[src/rtl/mem_port_arbiter_pkg.sv]
// Shared encodings and defaults for the IF/MEM unified-memory port arbiter.
package mem_port_arbiter_pkg;

    localparam int LAT_DEF        = 2;
    localparam int STARVE_MAX_DEF = 3;

    typedef enum logic [1:0] {
        IDLE   = 2'd0,
        ACCESS = 2'd1,
        RESP   = 2'd2
    } state_t;

    localparam logic GNT_IF = 1'b0;
    localparam logic GNT_D  = 1'b1;

    // Bits needed to hold values 0..n-1 (never less than one bit).
    function automatic int cnt_w(input int n);
        return (n > 1) ? $clog2(n) : 1;
    endfunction

endpackage

[src/rtl/mem_port_arbiter_if.sv]
// Core-side request/response signals plus the memory-side bus of the arbiter.
interface mem_port_arbiter_if;

    logic        if_req;
    logic [31:0] if_addr;
    logic        if_ack;
    logic [31:0] if_rdata;

    logic        d_req;
    logic        d_we;
    logic [31:0] d_addr;
    logic [31:0] d_wdata;
    logic        d_ack;
    logic [31:0] d_rdata;

    logic        mem_rd;
    logic        mem_wr;
    logic [31:0] mem_addr;
    logic [31:0] mem_wdata;
    logic [31:0] mem_rdata;

    logic        stall;

    modport slave (
        input  if_req, if_addr, d_req, d_we, d_addr, d_wdata, mem_rdata,
        output if_ack, if_rdata, d_ack, d_rdata,
               mem_rd, mem_wr, mem_addr, mem_wdata, stall
    );

    modport master (
        output if_req, if_addr, d_req, d_we, d_addr, d_wdata, mem_rdata,
        input  if_ack, if_rdata, d_ack, d_rdata,
               mem_rd, mem_wr, mem_addr, mem_wdata, stall
    );

endinterface

[src/rtl/mem_port_arbiter_priority.sv]
// Combinational grant select: data wins unless fetch has been starved STARVE_MAX times.
module mem_arb_priority
    import mem_port_arbiter_pkg::*;
#(
    parameter int STARVE_MAX = STARVE_MAX_DEF,
    parameter int SW         = cnt_w(STARVE_MAX + 1)
) (
    input  logic          if_req,
    input  logic          d_req,
    input  logic [SW-1:0] starve,
    output logic          gnt_vld,
    output logic          gnt
);

    always_comb begin
        gnt_vld = if_req | d_req;
        gnt     = GNT_D;
        if (!d_req)
            gnt = GNT_IF;
        else if (if_req && starve == SW'(STARVE_MAX))
            gnt = GNT_IF;
    end

endmodule

[src/rtl/mem_port_arbiter.sv]
// Shares one single-ported memory between fetch and data stages with a fixed
// access latency, per-requester ack/rdata and a global pipeline stall.
module mem_port_arbiter
    import mem_port_arbiter_pkg::*;
#(
    parameter int LAT        = LAT_DEF,
    parameter int STARVE_MAX = STARVE_MAX_DEF
) (
    input  logic               clk,
    input  logic               rst,
    mem_port_arbiter_if.slave  bus
);

    localparam int CW = cnt_w(LAT);
    localparam int SW = cnt_w(STARVE_MAX + 1);

    state_t        state, state_nx;
    logic [CW-1:0] cnt;
    logic [SW-1:0] starve;
    logic          gnt;
    logic          we_l;
    logic [31:0]   addr_l;
    logic [31:0]   wdata_l;
    logic          pick_vld;
    logic          pick;
    logic          last_beat;

    mem_arb_priority #(
        .STARVE_MAX (STARVE_MAX),
        .SW         (SW)
    ) u_prio (
        .if_req  (bus.if_req),
        .d_req   (bus.d_req),
        .starve  (starve),
        .gnt_vld (pick_vld),
        .gnt     (pick)
    );

    assign last_beat = (state == ACCESS) && (cnt == '0);

    always_ff @(posedge clk or posedge rst) begin
        if (rst) state <= IDLE;
        else     state <= state_nx;
    end

    // RESP never arbitrates: the acked requester's req is still stale there.
    always_comb begin
        state_nx = state;
        case (state)
            IDLE:    if (pick_vld) state_nx = ACCESS;
            ACCESS:  if (cnt == '0) state_nx = RESP;
            RESP:    state_nx = IDLE;
            default: state_nx = IDLE;
        endcase
    end

    always_ff @(posedge clk or posedge rst) begin
        if (rst) begin
            cnt     <= '0;
            starve  <= '0;
            gnt     <= GNT_IF;
            we_l    <= 1'b0;
            addr_l  <= '0;
            wdata_l <= '0;
        end else if (state == IDLE && pick_vld) begin
            gnt     <= pick;
            cnt     <= CW'(LAT - 1);
            we_l    <= (pick == GNT_D) ? bus.d_we : 1'b0;
            addr_l  <= (pick == GNT_D) ? bus.d_addr : bus.if_addr;
            wdata_l <= (pick == GNT_D) ? bus.d_wdata : '0;
            if (pick == GNT_IF)
                starve <= '0;
            else if (bus.if_req && starve != SW'(STARVE_MAX))
                starve <= starve + SW'(1);
        end else if (state == ACCESS && cnt != '0) begin
            cnt <= cnt - CW'(1);
        end
    end

    always_ff @(posedge clk or posedge rst) begin
        if (rst) begin
            bus.if_ack   <= 1'b0;
            bus.d_ack    <= 1'b0;
            bus.if_rdata <= '0;
            bus.d_rdata  <= '0;
        end else begin
            bus.if_ack <= last_beat && (gnt == GNT_IF);
            bus.d_ack  <= last_beat && (gnt == GNT_D);
            if (last_beat && !we_l) begin
                if (gnt == GNT_IF) bus.if_rdata <= bus.mem_rdata;
                else               bus.d_rdata  <= bus.mem_rdata;
            end
        end
    end

    // Strobes decode straight from state so an async reset drops them at once.
    assign bus.mem_rd    = (state == ACCESS) && !we_l;
    assign bus.mem_wr    = (state == ACCESS) && we_l;
    assign bus.mem_addr  = addr_l;
    assign bus.mem_wdata = wdata_l;
    assign bus.stall     = (bus.if_req & ~bus.if_ack) | (bus.d_req & ~bus.d_ack);

endmodule

[src/flat_wrapper.sv]
// flat-port wrapper written by rule: the top's interface ports become plain ports
module mem_port_arbiter_flat import mem_port_arbiter_pkg::*;
#(
    parameter int LAT        = LAT_DEF,
    parameter int STARVE_MAX = STARVE_MAX_DEF
)
  (clk, rst, bus_if_req, bus_if_addr, bus_d_req, bus_d_we, bus_d_addr, bus_d_wdata, bus_mem_rdata, bus_if_ack, bus_if_rdata, bus_d_ack, bus_d_rdata, bus_mem_rd, bus_mem_wr, bus_mem_addr, bus_mem_wdata, bus_stall);
  mem_port_arbiter_if bus_i ();
  input  logic clk;
  input  logic rst;
  input wire logic [$bits(bus_i.if_req)-1:0] bus_if_req;
  input wire logic [$bits(bus_i.if_addr)-1:0] bus_if_addr;
  input wire logic [$bits(bus_i.d_req)-1:0] bus_d_req;
  input wire logic [$bits(bus_i.d_we)-1:0] bus_d_we;
  input wire logic [$bits(bus_i.d_addr)-1:0] bus_d_addr;
  input wire logic [$bits(bus_i.d_wdata)-1:0] bus_d_wdata;
  input wire logic [$bits(bus_i.mem_rdata)-1:0] bus_mem_rdata;
  output wire logic [$bits(bus_i.if_ack)-1:0] bus_if_ack;
  output wire logic [$bits(bus_i.if_rdata)-1:0] bus_if_rdata;
  output wire logic [$bits(bus_i.d_ack)-1:0] bus_d_ack;
  output wire logic [$bits(bus_i.d_rdata)-1:0] bus_d_rdata;
  output wire logic [$bits(bus_i.mem_rd)-1:0] bus_mem_rd;
  output wire logic [$bits(bus_i.mem_wr)-1:0] bus_mem_wr;
  output wire logic [$bits(bus_i.mem_addr)-1:0] bus_mem_addr;
  output wire logic [$bits(bus_i.mem_wdata)-1:0] bus_mem_wdata;
  output wire logic [$bits(bus_i.stall)-1:0] bus_stall;
  assign bus_i.if_req = bus_if_req;
  assign bus_i.if_addr = bus_if_addr;
  assign bus_i.d_req = bus_d_req;
  assign bus_i.d_we = bus_d_we;
  assign bus_i.d_addr = bus_d_addr;
  assign bus_i.d_wdata = bus_d_wdata;
  assign bus_i.mem_rdata = bus_mem_rdata;
  assign bus_if_ack = bus_i.if_ack;
  assign bus_if_rdata = bus_i.if_rdata;
  assign bus_d_ack = bus_i.d_ack;
  assign bus_d_rdata = bus_i.d_rdata;
  assign bus_mem_rd = bus_i.mem_rd;
  assign bus_mem_wr = bus_i.mem_wr;
  assign bus_mem_addr = bus_i.mem_addr;
  assign bus_mem_wdata = bus_i.mem_wdata;
  assign bus_stall = bus_i.stall;
  mem_port_arbiter #(.LAT(LAT), .STARVE_MAX(STARVE_MAX)) u_core (.clk(clk), .rst(rst), .bus(bus_i));
endmodule
[config.mk]
export PLATFORM = sky130hd
export DESIGN_NAME = mem_port_arbiter_flat
export DESIGN_NICKNAME = d
export VERILOG_FILES = /design/src/rtl/mem_port_arbiter_pkg.sv /design/src/rtl/mem_port_arbiter_if.sv /design/src/rtl/mem_port_arbiter_priority.sv /design/src/rtl/mem_port_arbiter.sv /design/src/flat_wrapper.sv
export SDC_FILE = /design/constraint.sdc
export NUM_CORES = 1
export LEC_CHECK = 0
export CORE_ASPECT_RATIO = 0.9
export CORE_UTILIZATION = 44
export CTS_CLUSTER_DIAMETER = 30
export DETAILED_ROUTE_END_ITERATION = 16
export PLACE_DENSITY = 0.92
export SETUP_SLACK_MARGIN = 0.3
export SYNTH_ARGS = -nofsm -noshare
export SYNTH_HDL_FRONTEND = slang
export SYNTH_HIERARCHICAL = 1
export SYNTH_SLANG_ARGS = --single-unit
[constraint.sdc]
create_clock -name clk -period 6.4 [get_ports clk]
set_input_delay 0.96 -clock clk [delete_from_list [all_inputs] [get_ports clk]]
set_output_delay 0.96 -clock clk [all_outputs]
set_load 0.01 [all_outputs]
==> impl_metrics.yaml, run 1 <==
placement:
  io_buffers: 265
  place_congestion: 0.754
  place_ws_ns: 2.79
  hpwl_um: 11100
  placed_cell_area_um2: 8420
clock_tree:
  hold_buffers: 0
  cts_root_buf: "clkbuf_16"
  cts.htree.levels: 4
  clockBufferDepth: 2
  worstSkewPairLatency_ns: 0.42
  post_cts_resized: 0
  post_cts.repair.setup_buffers: 0
  cts_tree: "done"
  clock-sinks: 137
  numCtsBuffers: 17
  cts.clk_slew.worst_paths_ns: 0.06
power:
  vdd.ir_drop.worst_uv: 289
  power_density_nw_per_um2: 510
  internal_power_w: 0.00307
  p_leak_nw: 4.09
  p_sw_w: 0.00152
  p_sw_share_pct: 33.1
  p_total_w: 0.00459
  p_seq_share_pct: 34.8
  clkPwrFrac_pct: 20.7
  power_frac_comb_pct: 44.5
worst_setup_path:
  crit_type: "in2out"
  worstPathArrival_ns: 2.41
  cp-end-kind: "output port"
  startpoint_type: "primary input"
  crit_required_ns: 5.44
  crit_fanout: 5
yosys:
  yosysSeqAreaShare_pct: 60.7
  syn_area_um2: 5650
  synth_nets: 594
  yosys_warnings: 6
  synth_cell_type_count: 29
  ys_ff_latch: 137
  syn_avg_cell_area_um2: 12.3
  synth_cells: 460
route:
  first_pass_iters: 6
  wl_per_cell_um: 17.6
  drc: 0
  vias_per_cell: 5.04
  drtIter0Drc: 279
  routed_wl_um: 15700
  drtAntennaViolNets: 0
  num_vias: 4498
hold_path:
  hold_class: "reg2reg"
layout:
  post-route-util_pct: 73.3
  layout.nets: 854
  syn_to_final_growth_pct: 59.2
  fillers: 753
  diodes: 0
  fin_area_um2: 9000
  layout-drive-gt1-share_pct: 14.2
timing:
  finClkSkew_ns: 0.0139
  tns_ns: 0
  tightestPinTransition_ns: 1.20
  worst_slack_ns: 3.03
  rsz0062_at_grt: "false"
  slew_violations: 0
  fin_crit_ns: 3.37
  slew_headroom_pct: 20.0
  clock.fmax_ghz: 0.297
  fin_crit_sh_pct: 52.6
  hold_violations: 0
  setup_viol: 0
flow_run:
  max_cap_violations: 0
global_routing:
  grt_pass1_vias: 4664
  grt_max_degree: 100
  antenna_found_initial: 0
  overflow: 0
  grt_pass1_wl_um: 24200
  grt_usage_pct: 24.3
die:
  die_h_um: 109
  num_io_pins: 266
  dieArea_um2: 13300
  die_w_um: 121
  initial_utilization_pct: 46.1
  rows: 38
  fp.coreArea_um2: 12300
status:
  status: "finished clean"
logic make-up (layout without fill, tap and decap cells):
family	after synthesis	count (layout)	synth area share (%)
AND/OR/NAND/NOR	154	154	12.2
flip-flops	137	137	60.7
buffers and inverters	34	307	2.92
multiplexers	97	97	20.6
AO/OA/AOI/OAI	37	37	3.32
adder cells (fa/ha/maj)	1	1	0.221
cell type report:
class | count | area, um^2 | area share, %
clock buffer | 18 | 429 | 4.77
clock inverter | 14 | 149 | 1.66
inverter | 6 | 27.5 | 0.306
multi-input combinational | 289 | 2080 | 23.1
sequential | 137 | 3430 | 38.1
tap | 160 | 200 | 2.23
timing repair buffer | 269 | 2680 | 29.8
flip-flops by register name, summed over array words and instances, names as in the netlist:
signal,count
u_core/bus.d_rdata,32
u_core/we_l,1
u_core/bus.mem_wdata,32
u_core/starve,2
u_core/bus.d_ack,1
u_core/bus.if_ack,1
u_core/state,2
u_core/gnt,1
u_core/bus.if_rdata,32
u_core/cnt,1
u_core/bus.mem_addr,32
worst max-delay path, stage by stage:
cell and delay (ns):
clkdlybuf4s50_1 0.60, inv_1 0.09, o22ai_1 0.20, clkdlybuf4s50_1 0.56
routing by layer:
| layer | wire length, um | vias up | global-route usage (%) | part of all wire, % |
|---|---|---|---|---|
| met1 | 6020 | 2190 | 26.2 | 38 |
| met3 | 1360 | 14 | 9.70 | 8.6 |
| met4 | 138 | 0 | 6.97 | 0.88 |
| met5 | 0 | - | 0 | 0 |
| li1 | - | 2083 | - | - |
| met2 | 8220 | 211 | 43.9 | 52 |
Yosys cell counts (all sizes together):
cell	number	area share, %
nand3	38	3.5
o21ai	33	2.9
nand2b	2	0.22
a21oi	2	0.18
nor2	3	0.20
or2	1	0.11
and2	1	0.11
clkbuf	19	1.3
nor4	1	0.38
or3b	1	0.16
nand4	1	0.11
dfrtp	137	61
a31oi	1	0.11
nor2b	1	0.11
nor3b	2	0.44
nand2	101	6.7
nor3	1	0.089
nand4b	1	0.16
ha	1	0.22
mux2	64	15
inv	6	0.40
mux2i	33	5.8
buf	9	1.3
o22ai	1	0.11
power groups by stage:
stage / clock network [W] / logic [W] / registers [W]
after floorplan: 0 / 0.000736 / 0.00174
after global placement: 0 / 0.00197 / 0.00156
after detailed placement: 0 / 0.00204 / 0.00160
after CTS: 0.000966 / 0.00206 / 0.00160
after global routing: 0.00101 / 0.00218 / 0.00165
final: 0.000951 / 0.00204 / 0.00160
layout by cell type (no fill, tap or decap):
cell type        instances
nor2b_1                  1
clkinvlp_4               4
mux2i_1                 33
clkbuf_16               17
o21ai_0                 33
nor2_1                   3
mux2_1                   2
nor3b_4                  1
nor3_1                   1
and2_1                   1
clkbuf_1                 1
bufinv_16                2
clkdlybuf4s50_1        265
nand2_1                101
mux2_2                  32
nand3_2                  1
nand3_1                 37
clkinv_2                 3
inv_6                    3
nand4b_1                 1
ha_1                     1
mux2_4                  30
a21oi_1                  2
clkinv_4                 3
or3b_4                   1
dfrtp_1                137
nor4_4                   1
a31oi_4                  1
inv_1                    5
nor3b_2                  1
o22ai_1                  1
or2_1                    1
nand4_1                  1
nand2b_1                 2
buf_4                    4
path summary, 6_finish.rpt:
check,from,to,slack (ns),cells after the start
min in group asynchronous,rst,u_core/bus.d_rdata[14],0.99,2
max,bus_if_req,bus_stall,3.03,4
min reg2reg,u_core/bus.mem_wdata[7],u_core/bus.mem_wdata[7],0.48,2
max in group asynchronous,rst,u_core/bus.if_rdata[18],4.04,3
min,u_core/bus.mem_wdata[7],u_core/bus.mem_wdata[7],0.48,2
max reg2reg,u_core/starve[0],u_core/bus.mem_addr[29],3.83,4
through the flow:
stage	hold WS [ns]	cells
CTS	0.476	893
finish	0.476	893
floorplan	0.503	460
global route	0.493	893
global placement	0.452	861
detailed placement	0.463	861
(Power assumes the default switching activity.)
==> inputs of run 2 (changes only) <==
- CORE_UTILIZATION: 44 -> 41
- PLACE_DENSITY: 0.92 -> 0.87
- clock period: 6.4 -> 3.1 ns (I/O delays scaled with it)
==> run 2 against run 1 <==
Effect of this change:
- sequential share of layout area is 0.74 points lower
- hold slack worse by 0.013 ns
- core utilization is 4.9 points lower
- critical path type is now reg2out
- largest power group unchanged
- highest routed layer unchanged
==> impl_metrics.yaml, run 2 (synthesis gave the netlist of run 1 again) <==
timing:
  rsz0062_at_grt: "false"
  hold_slack_ns: 0.463
  finClkSkew_ns: 0.00433
  tns_ns: 0
  clock.fmax_ghz: 0.421
  fin_crit_ns: 2.38
  slew_headroom_pct: 31.2
  tightestPinTransition_ns: 1.03
  slew_violations: 0
  worst_slack_ns: 0.724
  setup_viol: 0
  hold_violations: 0
  fin_crit_sh_pct: 76.7
placement:
  io_buffers: 265
  place_ws_ns: 0.424
  place_congestion: 0.764
  placedCellCount: 871
  hpwl_um: 10900
route:
  num_vias: 4480
  drtIter0Drc: 306
  drc: 0
  first_pass_iters: 4
  drtAntennaViolNets: 0
  wl_per_cell_um: 17.2
  vias_per_cell: 4.96
  routed_wl_um: 15600
die:
  initial_utilization_pct: 42.1
  rows: 40
  num_io_pins: 266
  die_w_um: 126
  dieArea_um2: 14300
  die_h_um: 113
  fp.coreArea_um2: 13400
global_routing:
  grt_usage_pct: 22.9
  grt_pass1_vias: 4825
  grt_max_degree: 100
  antenna_found_initial: 0
  grt_pass1_wl_um: 25100
  overflow: 0
clock_tree:
  cts.clk_slew.worst_paths_ns: 0.06
  worstSkewPairLatency_ns: 0.41
  numCtsBuffers: 17
  cts_tree: "done"
  cts.htree.levels: 4
  hold_buffers: 0
  post_cts.repair.setup_buffers: 0
  clockBufferDepth: 2
  cts_root_buf: "clkbuf_16"
  clock-sinks: 137
  post_cts_resized: 0
power:
  vdd.ir_drop.worst_uv: 462
  power_density_nw_per_um2: 1070
  p_leak_nw: 4.16
worst_setup_path:
  worstPathArrival_ns: 1.91
  crit_fanout: 6
  crit_required_ns: 2.63
  r2r_slack_ns: 1.16
  crit_type: "reg2out"
  r2r-start: "u_core/state[1]"
  cp-end-kind: "output port"
  r2r_end: "u_core/bus.if_rdata[23]"
  rr_worst_depth: 4
  startpoint_type: "flop"
layout:
  layout-drive-gt1-share_pct: 14.6
  final_cell_mix: "clkdlybuf4s50_1 (265), dfrtp_1 (137), nand2_1 (101)"
  layout.cells.most_common: "clkdlybuf4s50_1"
  post-route-util_pct: 68.4
  layout.nets: 856
  syn_to_final_growth_pct: 62.4
  diodes: 0
  finalNonFillerCells: 903
hold_path:
  hold_class: "reg2reg"
  holdPathStages: 2
  holdPathEnd: "u_core/bus.mem_wdata[2]"
  hp-start: "u_core/bus.mem_wdata[2]"
flow_run:
  max_cap_violations: 0
status:
  status: "finished clean"
run 2: per-layer routing:
| metal | vias up | wire (um) | part of all wire, % | GRT usage, % |
|---|---|---|---|---|
| met5 | - | 0 | 0 | 0 |
| met4 | 0 | 275 | 1.8 | 8.19 |
| met3 | 22 | 1240 | 7.9 | 8.75 |
| met2 | 188 | 7980 | 51 | 40.1 |
| met1 | 2186 | 6070 | 39 | 25.5 |
| li1 | 2084 | - | - | - |
run 2: final cells by class:
class | instances | area, um^2
Clock buffer | 18 | 439
Clock inverter | 14 | 243
Fill cell | 975 | 4240
Inverter | 6 | 26.3
Multi-Input combinational cell | 289 | 2080
Sequential cell | 137 | 3430
Tap cell | 168 | 210
Timing Repair Buffer | 271 | 2750
run 2: worst max path at each step:
stage	from	endpoint	slack (ns)	depth (start not counted)
floorplan	rst	u_core/bus.d_ack	0.93	1
global placement	bus_if_req	u_core/bus.mem_addr[4]	0.55	4
detailed placement	bus_if_req	u_core/bus.mem_addr[31]	0.42	4
CTS	u_core/state[1]	bus_mem_rd	0.71	3
global route	u_core/state[1]	bus_mem_rd	0.59	3
finish	u_core/state[1]	bus_mem_rd	0.72	3
run 2: worst max-delay path, cell delays in order, from the launching register on:
cell and delay (ns):
dfrtp_1 0.46, nand2b_1 0.29, nor2_1 0.16, clkdlybuf4s50_1 0.59
run 2: power by group:
group,switching (W),internal (W)
Combinational,0.00176,0.00246
Sequential,0.000573,0.00270
Clock,0.000777,0.00154
Total,0.00311,0.00669
run 2: per-stage QoR:
step                cell area (um^2)  total power, W
floorplan                       5650         0.00512
CTS                             9170         0.00989
global placement                8490         0.00729
global route                    9170          0.0103
finish                          9170         0.00980
detailed placement              8490         0.00750
==> inputs of run 3 (changes only) <==
- clock period: 3.1 -> 2.5 ns (I/O delays scaled with it)
==> run 3 against run 2 <==
Effect of this change:
- combinational power up 24%
- critical endpoint is now u_core/bus.mem_addr[21]
- via count down 1.3%
- routed wire length down 4.1%
- core utilization down 0.21 points
- highest routed layer unchanged
- sequential share of layout area up 0.13 points
- global-route usage down 0.90 points
- cell count up 0.44%
- flip-flop and latch count unchanged
==> impl_metrics.yaml, run 3 (synthesis gave the netlist of run 1 again) <==
status:
  status: "finished clean"
clock_tree:
  cts.clk_slew.worst_paths_ns: 0.06
  cts_root_buf: "clkbuf_16"
  numCtsBuffers: 17
  cts.htree.levels: 4
  hold_buffers: 0
  clockBufferDepth: 2
  cts_tree: "done"
  clock-sinks: 137
  worstSkewPairLatency_ns: 0.41
flow_run:
  max_cap_violations: 0
route:
  drc: 0
  wl_per_cell_um: 16.5
  drtIter0Drc: 235
  routed_wl_um: 14900
  num_vias: 4424
  first_pass_iters: 4
  drtAntennaViolNets: 0
  vias_per_cell: 4.88
timing:
  tightestPinTransition_ns: 0.614
  tns_ns: 0
  hold_violations: 0
  fin_crit_ns: 1.90
  slew_violations: 0
  setup_viol: 0
  slew_headroom_pct: 59.1
  clock.fmax_ghz: 0.526
  worst_slack_ns: 0.598
  finClkSkew_ns: 0.00748
  rsz0062_at_grt: "false"
  fin_crit_sh_pct: 76.1
hold_path:
  hold_class: "in2async"
global_routing:
  grt_max_degree: 72
  grt_usage_pct: 22.0
  antenna_found_initial: 0
  overflow: 0
  grt_pass1_vias: 4718
  grt_pass1_wl_um: 24300
worst_setup_path:
  cp-end-kind: "flop"
  crit_slowest_cell: "clkdlybuf4s50_1"
  r2r_end: "u_core/bus.if_rdata[23]"
  r2r_slack_ns: 0.67
  cp_top_family: "buffers and inverters"
  worstPathArrival_ns: 2.16
  r2r-start: "u_core/state[1]"
  crit_required_ns: 2.76
  crit_chain: "clkdlybuf4s50_1 > or2_1 > or3b_4 > buf_4 > o21ai_0"
  cpPeakStageDelay_ns: 0.51
  startpoint_type: "primary input"
  crit_fanout: 71
  rr_worst_depth: 4
  crit_type: "in2reg"
  crit_buf_inv: 2
die:
  num_io_pins: 266
  die_w_um: 126
  rows: 40
  die_h_um: 113
  fp.coreArea_um2: 13400
  initial_utilization_pct: 42.1
  dieArea_um2: 14300
placement:
  place_ws_ns: 0.162
  hpwl_um: 10800
  io_buffers: 265
  place_congestion: 0.791
  placed_cell_area_um2: 8510
layout:
  final_cell_mix: "clkdlybuf4s50_1 (262), dfrtp_1 (136), nand2_1 (101)"
  diodes: 0
  layout.cells.most_common: "clkdlybuf4s50_1"
  layout-drive-gt1-share_pct: 15.2
  layout.nets: 860
  post-route-util_pct: 68.2
  syn_to_final_growth_pct: 61.9
  fin_area_um2: 9150
power:
  vdd.ir_drop.worst_uv: 641
  power_density_nw_per_um2: 1300
  p_leak_nw: 4.19
-- run 3: cell count changes in the layout (fill, tap and decap cells not counted), sizes merged, moves of 3 or more --
cell and change:
clkdlybuf4s50 -3, clkinvlp -3, buf +4, clkinv +4
-- run 3: timing repair --
item	4_1_cts	5_1_grt
buffers inserted	0	0
pin swaps	0	0
resized for setup	3	2
hold endpoints to repair	0	0
setup endpoints to repair	2	2
-- run 3: layout make-up --
| class | count | area (um^2) |
|---|---|---|
| clock buffer | 20 | 457 |
| tap | 168 | 210 |
| timing repair buffer | 275 | 2770 |
| clock inverter | 12 | 171 |
| multi-input combinational | 289 | 2080 |
| sequential | 137 | 3430 |
| fill | 973 | 4270 |
| inverter | 6 | 26.3 |
-- run 3: how the worst max path moves through the flow --
stage | start | endpoint | slack (ns) | cells after the start
floorplan | rst | u_core/bus.d_ack | 0.42 | 1
global placement | bus_if_req | u_core/bus.mem_addr[16] | 0.25 | 5
detailed placement | bus_if_req | u_core/bus.mem_addr[21] | 0.16 | 5
CTS | u_core/state[1] | bus_mem_wr | 0.33 | 3
global route | bus_if_req | u_core/bus.mem_addr[8] | 0.46 | 5
finish | bus_if_req | u_core/bus.mem_addr[21] | 0.60 | 5
-- run 3: per-stage QoR --
stage                     total power [W]  hold slack (ns)  cells
final                              0.0119            0.359    907
after global routing               0.0126            0.377    907
after CTS                          0.0120            0.362    907
after detailed placement          0.00929            0.455    875
after global placement            0.00906            0.449    875
after floorplan                   0.00634            0.503    460
-- run 3: metal layers --
layer  part of all wire [%]  vias to the layer above  GRT usage [%]
met5                      0                        -              0
met2                     52                      176           38.0
met3                    7.6                       19           8.18
met4                    1.6                        0           6.83
li1                       -                     2089              -
met1                     39                     2140           25.5
-- run 3: where the power goes --
part           leakage (nW)  internal (W)  switching [W]
combinational          2.20       0.00306        0.00216
sequential             1.68       0.00334       0.000699
clock                 0.314       0.00172       0.000912
total                  4.19       0.00812        0.00377
-- run 3: worst register-to-register path: stages (launching register included) --
cell and delay, ns:
dfrtp_2 0.46, nand2b_2 0.25, nor4_4 0.15, buf_4 0.43, mux2_2 0.42
